$ cat config.mk
export PLATFORM = sky130hd
export DESIGN_NAME = ibex_csr_access_ctrl
export DESIGN_NICKNAME = d
export VERILOG_FILES = /design/src/rtl/ibex_csr_access_ctrl.sv
export SDC_FILE = /design/constraint.sdc
export NUM_CORES = 1
export LEC_CHECK = 0
export CORE_AREA = 2 2 149 151
export DETAILED_ROUTE_END_ITERATION = 12
export DIE_AREA = 0 0 151 153
export HOLD_SLACK_MARGIN = 0.12
export PLACE_DENSITY = 0.67
export SYNTH_ARGS = -nofsm -noshare
export SYNTH_HDL_FRONTEND = slang
export SYNTH_SLANG_ARGS = --single-unit
$ cat constraint.sdc
create_clock -name clk_i -period 2.6 [get_ports clk_i]
set_input_delay 0.26 -clock clk_i [delete_from_list [all_inputs] [get_ports clk_i]]
set_output_delay 0.26 -clock clk_i [all_outputs]
set_load 0.05 [all_outputs]
$ cat src/rtl/ibex_csr_access_ctrl.sv
// ibex_csr_access_ctrl
// Initiator side of the CSR primitive interface. Serialises single READ/WRITE/SET/CLEAR
// requests onto a bank of CSR primitives, returns a registered response, and runs a
// background scrubber that polls each primitive's shadow-mismatch flag while idle.
// Any integrity fault raises a sticky alert that only reset clears.
module ibex_csr_access_ctrl #(
    parameter int unsigned NumCsr      = 8,
    parameter int unsigned Width       = 32,
    parameter int unsigned ScrubPeriod = 16,
    localparam int unsigned AddrW      = $clog2(NumCsr)
) (
    input  logic                    clk_i,
    input  logic                    rst_ni,

    input  logic                    req_i,
    input  logic [1:0]              op_i,
    input  logic [AddrW:0]          addr_i,
    input  logic [Width-1:0]        wdata_i,
    output logic                    gnt_o,
    output logic                    rvalid_o,
    output logic [Width-1:0]        rdata_o,
    output logic                    err_o,

    input  logic [NumCsr*Width-1:0] csr_rd_data_i,
    input  logic [NumCsr-1:0]       csr_rd_error_i,
    output logic [NumCsr-1:0]       csr_wr_en_o,
    output logic [Width-1:0]        csr_wr_data_o,

    output logic                    alert_o
);

    // Wide enough to hold ScrubPeriod-1; a period of 1 still needs one bit.
    localparam int unsigned CntW = (ScrubPeriod > 1) ? $clog2(ScrubPeriod) : 1;

    typedef enum logic [1:0] {
        OP_READ  = 2'd0,
        OP_WRITE = 2'd1,
        OP_SET   = 2'd2,
        OP_CLEAR = 2'd3
    } op_e;

    typedef enum logic [1:0] {
        ST_IDLE,
        ST_ACCESS,
        ST_RESP
    } state_e;

    state_e           state_q;
    op_e              op_q;
    logic [AddrW:0]   addr_q;
    logic [Width-1:0] wdata_q;
    logic             rvalid_q;
    logic [Width-1:0] rdata_q;
    logic             err_q;
    logic             alert_q;
    logic [AddrW-1:0] scrub_idx_q;
    logic [CntW-1:0]  scrub_cnt_q;

    logic [Width-1:0] old_val;
    logic             sel_err;
    logic             addr_illegal;
    logic             acc_err;
    logic [Width-1:0] new_val;
    logic             do_write;
    logic             scrub_fire;
    logic             scrub_hit;
    logic             access_hit;

    // The grant is gated by rst_ni so it reads 0 while reset is held, even though the
    // state register already sits in IDLE.
    assign gnt_o = (state_q == ST_IDLE) && rst_ni;

    // Select the addressed primitive's data and error flag; nothing is selected for an
    // out-of-range index, so an illegal address never aliases onto a real CSR.
    always_comb begin
        // NOTE: every always_comb output gets a default first so no path can infer a latch.
        old_val = '0;
        sel_err = 1'b0;
        for (int i = 0; i < NumCsr; i++) begin
            if (addr_q == (AddrW+1)'(i)) begin
                old_val = csr_rd_data_i[i*Width +: Width];
                sel_err = csr_rd_error_i[i];
            end
        end
    end

    assign addr_illegal = (addr_q >= (AddrW+1)'(NumCsr));
    assign acc_err      = addr_illegal || sel_err;

    // Compute the post-access value and decide whether this access really writes.
    // SET/CLEAR with an empty mask would not change anything, so they stay silent.
    always_comb begin
        new_val  = old_val;
        do_write = 1'b0;
        unique case (op_q)
            OP_READ: begin
                new_val  = old_val;
                do_write = 1'b0;
            end
            OP_WRITE: begin
                new_val  = wdata_q;
                do_write = 1'b1;
            end
            OP_SET: begin
                new_val  = old_val | wdata_q;
                do_write = (wdata_q != '0);
            end
            OP_CLEAR: begin
                new_val  = old_val & ~wdata_q;
                do_write = (wdata_q != '0);
            end
            default: begin
                new_val  = old_val;
                do_write = 1'b0;
            end
        endcase
        do_write = do_write && (state_q == ST_ACCESS) && !acc_err;
    end

    // Drive the one-hot write strobe and shared write bus; both stay zero unless writing.
    always_comb begin
        csr_wr_en_o   = '0;
        csr_wr_data_o = '0;
        if (do_write) begin
            csr_wr_data_o = new_val;
            for (int i = 0; i < NumCsr; i++) begin
                if (addr_q == (AddrW+1)'(i)) begin
                    csr_wr_en_o[i] = 1'b1;
                end
            end
        end
    end

    // Request FSM: latch in IDLE, access the primitive in ACCESS, present the response in RESP.
    always_ff @(posedge clk_i or negedge rst_ni) begin
        if (!rst_ni) begin
            state_q  <= ST_IDLE;
            op_q     <= OP_READ;
            addr_q   <= '0;
            wdata_q  <= '0;
            rvalid_q <= 1'b0;
            rdata_q  <= '0;
            err_q    <= 1'b0;
        end else begin
            // NOTE: sequential state uses non-blocking assignments so every register samples
            // pre-edge values regardless of statement order.
            rvalid_q <= 1'b0;
            unique case (state_q)
                ST_IDLE: begin
                    if (req_i) begin
                        op_q    <= op_e'(op_i);
                        addr_q  <= addr_i;
                        wdata_q <= wdata_i;
                        state_q <= ST_ACCESS;
                    end
                end
                ST_ACCESS: begin
                    rvalid_q <= 1'b1;
                    err_q    <= acc_err;
                    rdata_q  <= acc_err ? '0 : old_val;
                    state_q  <= ST_RESP;
                end
                ST_RESP: begin
                    state_q <= ST_IDLE;
                end
                default: begin
                    state_q <= ST_IDLE;
                end
            endcase
        end
    end

    assign rvalid_o = rvalid_q;
    assign rdata_o  = rdata_q;
    assign err_o    = err_q;

    // The scrubber only advances on idle cycles nobody wants; a pending request wins.
    assign scrub_fire = (state_q == ST_IDLE) && !req_i && (scrub_cnt_q == '0);
    assign scrub_hit  = scrub_fire && csr_rd_error_i[scrub_idx_q];
    // An illegal address is a software error, not an integrity fault.
    assign access_hit = (state_q == ST_ACCESS) && !addr_illegal && sel_err;

    // Scrub countdown and round-robin index.
    always_ff @(posedge clk_i or negedge rst_ni) begin
        if (!rst_ni) begin
            scrub_idx_q <= '0;
            scrub_cnt_q <= CntW'(ScrubPeriod - 1);
        end else if ((state_q == ST_IDLE) && !req_i) begin
            if (scrub_cnt_q == '0) begin
                scrub_cnt_q <= CntW'(ScrubPeriod - 1);
                scrub_idx_q <= (scrub_idx_q == AddrW'(NumCsr - 1)) ? '0
                                                                   : scrub_idx_q + AddrW'(1);
            end else begin
                scrub_cnt_q <= scrub_cnt_q - CntW'(1);
            end
        end
    end

    // Sticky integrity alert, cleared only by reset.
    always_ff @(posedge clk_i or negedge rst_ni) begin
        if (!rst_ni) begin
            alert_q <= 1'b0;
        end else if (scrub_hit || access_hit) begin
            alert_q <= 1'b1;
        end
    end

    assign alert_o = alert_q;

    a_wr_en_onehot0: assert property (@(posedge clk_i) disable iff (!rst_ni)
        $onehot0(csr_wr_en_o));
    a_ctrl_known: assert property (@(posedge clk_i) disable iff (!rst_ni)
        !$isunknown({csr_wr_en_o, gnt_o, rvalid_o}));

endmodule

==> impl_summary.log <==
[metrics] Max Slew Vio Count: 0
[metrics] register-to-register path setup slack: 0.19 ns
[metrics] placed cell count: 1,403
[metrics] family with the most delay on the worst path: compound AO/OA/AOI/OAI gates
[metrics] number of fill cells: 1,880
[metrics] Peak Freq: 331 MHz
[metrics] num ports: ~380
[metrics] number of flops mapped to enable cells by yosys: 0
[metrics] Main synth FF type: sky130_fd_sc_hd__dfrtp_1
[metrics] combinational fraction of design power: 62.8%
[metrics] top cell type by total area after synthesis: sky130_fd_sc_hd__dfrtp_1
[metrics] Pre-Repair DR Iteration Count: 5
[metrics] Int Pwr: a little under 5 mW
[metrics] Worst-Margin Slew: ~0.84 ns
[metrics] period utilisation layout: 116%
[metrics] H-tree depth: 3
[metrics] area growth from synthesis to layout: 92.6%
[metrics] wire length of the first global-routing pass: 47,800 um
[metrics] data required time of the critical path: roughly 2.3 ns
[metrics] path type of the worst min-delay path: in2reg
[metrics] Final GP Congestion: 0.912
[metrics] most congested layer reported by global routing: met2
[metrics] launching element type of the critical path: flop
[metrics] number of unique standard cell types used by synthesis: 58
[metrics] run status: finished, violations left
[metrics] pin count of the biggest net entering global routing: 54
[metrics] launch point of the worst reg-to-reg path: addr_q[2]$_DFFE_PN0P_
[metrics] GR Layer Usage met2: 50.3%
[metrics] count of endpoints failing setup in the final report: 40
[metrics] Setup CP Type: reg2out
[metrics] NetSw: 4.03 mW
[metrics] starting density of the core: 30.2%
[metrics] crit end category: output pin
[metrics] sum of net half-perimeters after detailed placement: 26,100 um
[metrics] Post-Synthesis Cell Area: 0.00648 mm^2
[metrics] Critical R2R Capture: rdata_o[12]$_DFFE_PN0P_
[metrics] clk_skew: 0.00788 ns
[metrics] Pwr Density: 713 mW/mm^2
[metrics] Cells after Synth: between 700 and 800
[metrics] combined area of the multi-input logic cells: roughly 0.0045 mm^2
[metrics] RSZ-0062 raised after global routing: true
[metrics] number of antenna violations at the first check in global routing: 2
[metrics] Reg clk slew, reported paths: 0.07 ns
[metrics] TritonCTS clock tree: yes
[metrics] Worst path most repeated cell: sky130_fd_sc_hd__buf_12
[metrics] buffer levels on the longest clock path: 2
[metrics] leftover overflow at the end of global routing: 0
[metrics] aggregate routed wire length: 32,400 um
[metrics] average footprint of a synthesized cell: between 9 and 10 um^2
[metrics] worst setup margin: -0.424 ns
[metrics] Reg2Reg Depth: 6
[metrics] Setup WS pre-CTS: -0.252 ns
[metrics] Cells on Worst Hold Path: 3
[metrics] clock latency reported for the late side of the worst-skew pair: 0.35 ns
[metrics] async set-or-reset flop fraction in the synthesized netlist: 100%
[metrics] commonest cells in the synthesized netlist: 78 x sky130_fd_sc_hd__dfrtp_1, 53 x sky130_fd_sc_hd__mux2_2, 52 x sky130_fd_sc_hd__a21oi_1
[metrics] nets@finish: approximately 1,500
[metrics] Tot GR Track Use: between 20% and 30%
[metrics] met3 layer usage reported by global route: 6.51%
[metrics] met1 capacity usage during global routing: 31.3%
[metrics] proportion of power drawn by the clock network: between 10% and 20%
[metrics] Final Hold Fails: 0
[metrics] vertical die dimension: 153 um
[metrics] Via-to-Cell Ratio: 5.48
[metrics] crit path buf inv count: 3
[metrics] Switching Fraction: 45.3%
[metrics] Total Die Area: roughly 0.023 mm^2
[metrics] die width: 151 um
[metrics] share of layout cells above drive strength 1: ~26%
[metrics] sequential cell fraction of total power: 23.0%
[metrics] WL/cell: 22.6 um
[metrics] Period minus WS final: 3.02 ns
[metrics] share of Yosys cell area claimed by the top area cell type: 30.1%
[metrics] critical path's slowest cell: sky130_fd_sc_hd__dfrtp_4
[metrics] Worst IR Drop VDD: around 340 uV
[metrics] clock tree root buffer cell: sky130_fd_sc_hd__clkbuf_16
[metrics] Cell Chain, Critical Path: mux2_4, a221oi_4, o211ai_1, or4_4, buf_12, buf_16, a21oi_4, buf_12
[metrics] number of CTS-inserted buffers: 9
[metrics] largest incremental delay on the critical path: 0.51 ns
[metrics] count of standard-cell rows: 54
[metrics] static leakage power: roughly 4.9 nW
[metrics] synthesis warning total: 0
[metrics] number of input and output port buffers inserted: 380
[metrics] CP Max Fanout: 15
[metrics] share of synthesized area occupied by flip-flops and latches: 31.7%
[metrics] startpoint of the tightest hold check path: addr_i[2]
[metrics] number of global-route vias before repair: 8,188
[metrics] Post-Syn Nets: 1,025
[metrics] vias after detailed routing: 7,831
[metrics] cell types occupying the most area after synthesis: sky130_fd_sc_hd__dfrtp_1 30%, sky130_fd_sc_hd__mux2_2 9.2%, sky130_fd_sc_hd__mux2i_1 6.0%, sky130_fd_sc_hd__a21oi_1 4.0%, sky130_fd_sc_hd__mux4_2 3.5%
[metrics] number of synthesized register bits: approximately 80
[metrics] register area: 0.00206 mm^2
[metrics] Worst Hold Path EP: addr_q[2]$_DFFE_PN0P_
[metrics] Hold Worst Slack: about 0.46 ns
[metrics] count leader, synth: sky130_fd_sc_hd__dfrtp_1
[metrics] violations in the final reports: negative setup slack
[metrics] critical path arrival: 2.76 ns
[metrics] headroom to the max-slew limit: a little over two fifths
[metrics] initial drt markers: 458
[metrics] final instance count without filler cells: 1,430
[metrics] standard cell core area: 0.0215 mm^2
[metrics] count of maximum capacitance violations: 0
[metrics] clock tree sinks: slightly above 80
[metrics] count of nets left with antenna violations after detail routing: 0
[metrics] post-route DRC violation count: 0
## worst max path at each step
stage                                from           endpoint  slack, ns  cells past startpoint
detailed placement      csr_rd_error_i[0]  csr_wr_data_o[17]      -0.25                      8
finish              addr_q[1]$_DFFE_PN0P_  csr_wr_data_o[24]      -0.42                      8
global placement        csr_rd_error_i[0]  csr_wr_data_o[20]      -0.22                      8
floorplan           addr_q[1]$_DFFE_PN0P_     csr_wr_en_o[4]      -0.15                      8
global route        addr_q[1]$_DFFE_PN0P_   csr_wr_data_o[3]      -0.52                      7
CTS                 addr_q[1]$_DFFE_PN0P_   csr_wr_data_o[3]      -0.44                      7
## final cells by class
| cell class | instances | area share, % |
|---|---|---|
| tap | 280 | 2.81 |
| antenna | 2 | 0.0401 |
| clock inverter | 7 | 0.581 |
| clock buffer | 9 | 1.80 |
| sequential | 82 | 16.5 |
| inverter | 33 | 0.992 |
| multi-input combinational | 535 | 36.0 |
| timing repair buffer | 482 | 41.2 |
## kinds of logic (layout without fill, tap and decap cells)
logic type,Yosys count,after routing,synth area share [%]
mux,103,103,18.9
buf+inv,99,531,6.39
simple gates,188,188,15.1
compound gates,237,237,26.7
flops,82,82,31.7
other cells,0,2,0
xor+xnor,3,3,0.405
fa+ha+maj,4,4,0.772
## sequential cells by signal (all words and copies together), names as in the netlist
register	cells
rdata_o	32
wdata_q	32
addr_q	4
scrub_cnt_q	4
scrub_idx_q	3
op_q	2
state_q	2
alert_o	1
err_o	1
rvalid_o	1
## per-layer routing
layer | vias to the layer above | share of wire [%]
met5 | - | 0
met4 | 0 | 3.0
met3 | 50 | 9.5
met2 | 425 | 52
met1 | 3752 | 35
li1 | 3604 | -
## worst reg2reg max path, delay by kind of cell (launching register included)
family	cells	cell delay, ns
buffers and inverters	1	0.25
flip-flops	1	0.53
multiplexers	1	0.22
AO/OA/AOI/OAI	4	1.28
## stage by stage
step	cell area, um^2	power (mW)	setup TNS [ns]	utilization (%)
floorplan	6810	4.99	-1.51	-
detailed placement	11900	7.46	-7.85	55.3
CTS	12400	8.90	-15.27	57.8
global placement	11900	7.42	-7.21	55.3
finish	12500	8.90	-14.56	58.1
global route	12500	9.39	-17.97	58.1
## power groups by stage
stage	logic, mW	clock network, mW	registers (mW)
final	5.59	1.27	2.05
after global routing	5.93	1.36	2.11
after CTS	5.56	1.30	2.04
after detailed placement	5.40	0	2.06
after global placement	5.38	0	2.04
after floorplan	2.39	0	2.59
## what timing repair did
action                     4_1_cts  5_1_grt
hold endpoints to repair        25        0
setup endpoints to repair       40       40
gates resized for setup         31        6
cloned                           2        0
pin swaps                        3        6
hold buffers                     1        0
buffers inserted                 4        2
## cell usage in the layout, fill, tap and decap left out, types with 18 or more instances in the layout
| master | instances |
|---|---|
| sky130_fd_sc_hd__a21oi_1 | 35 |
| sky130_fd_sc_hd__a21oi_4 | 26 |
| sky130_fd_sc_hd__a221oi_1 | 21 |
| sky130_fd_sc_hd__buf_12 | 48 |
| sky130_fd_sc_hd__buf_4 | 88 |
| sky130_fd_sc_hd__clkdlybuf4s50_1 | 339 |
| sky130_fd_sc_hd__dfrtp_1 | 75 |
| sky130_fd_sc_hd__inv_1 | 32 |
| sky130_fd_sc_hd__mux2_2 | 53 |
| sky130_fd_sc_hd__mux2i_1 | 38 |
| sky130_fd_sc_hd__nand2_1 | 51 |
| sky130_fd_sc_hd__nor2_1 | 40 |
| sky130_fd_sc_hd__o21ai_0 | 31 |
| sky130_fd_sc_hd__o31ai_1 | 18 |
Note: power is estimated with default switching activity, not from simulation.
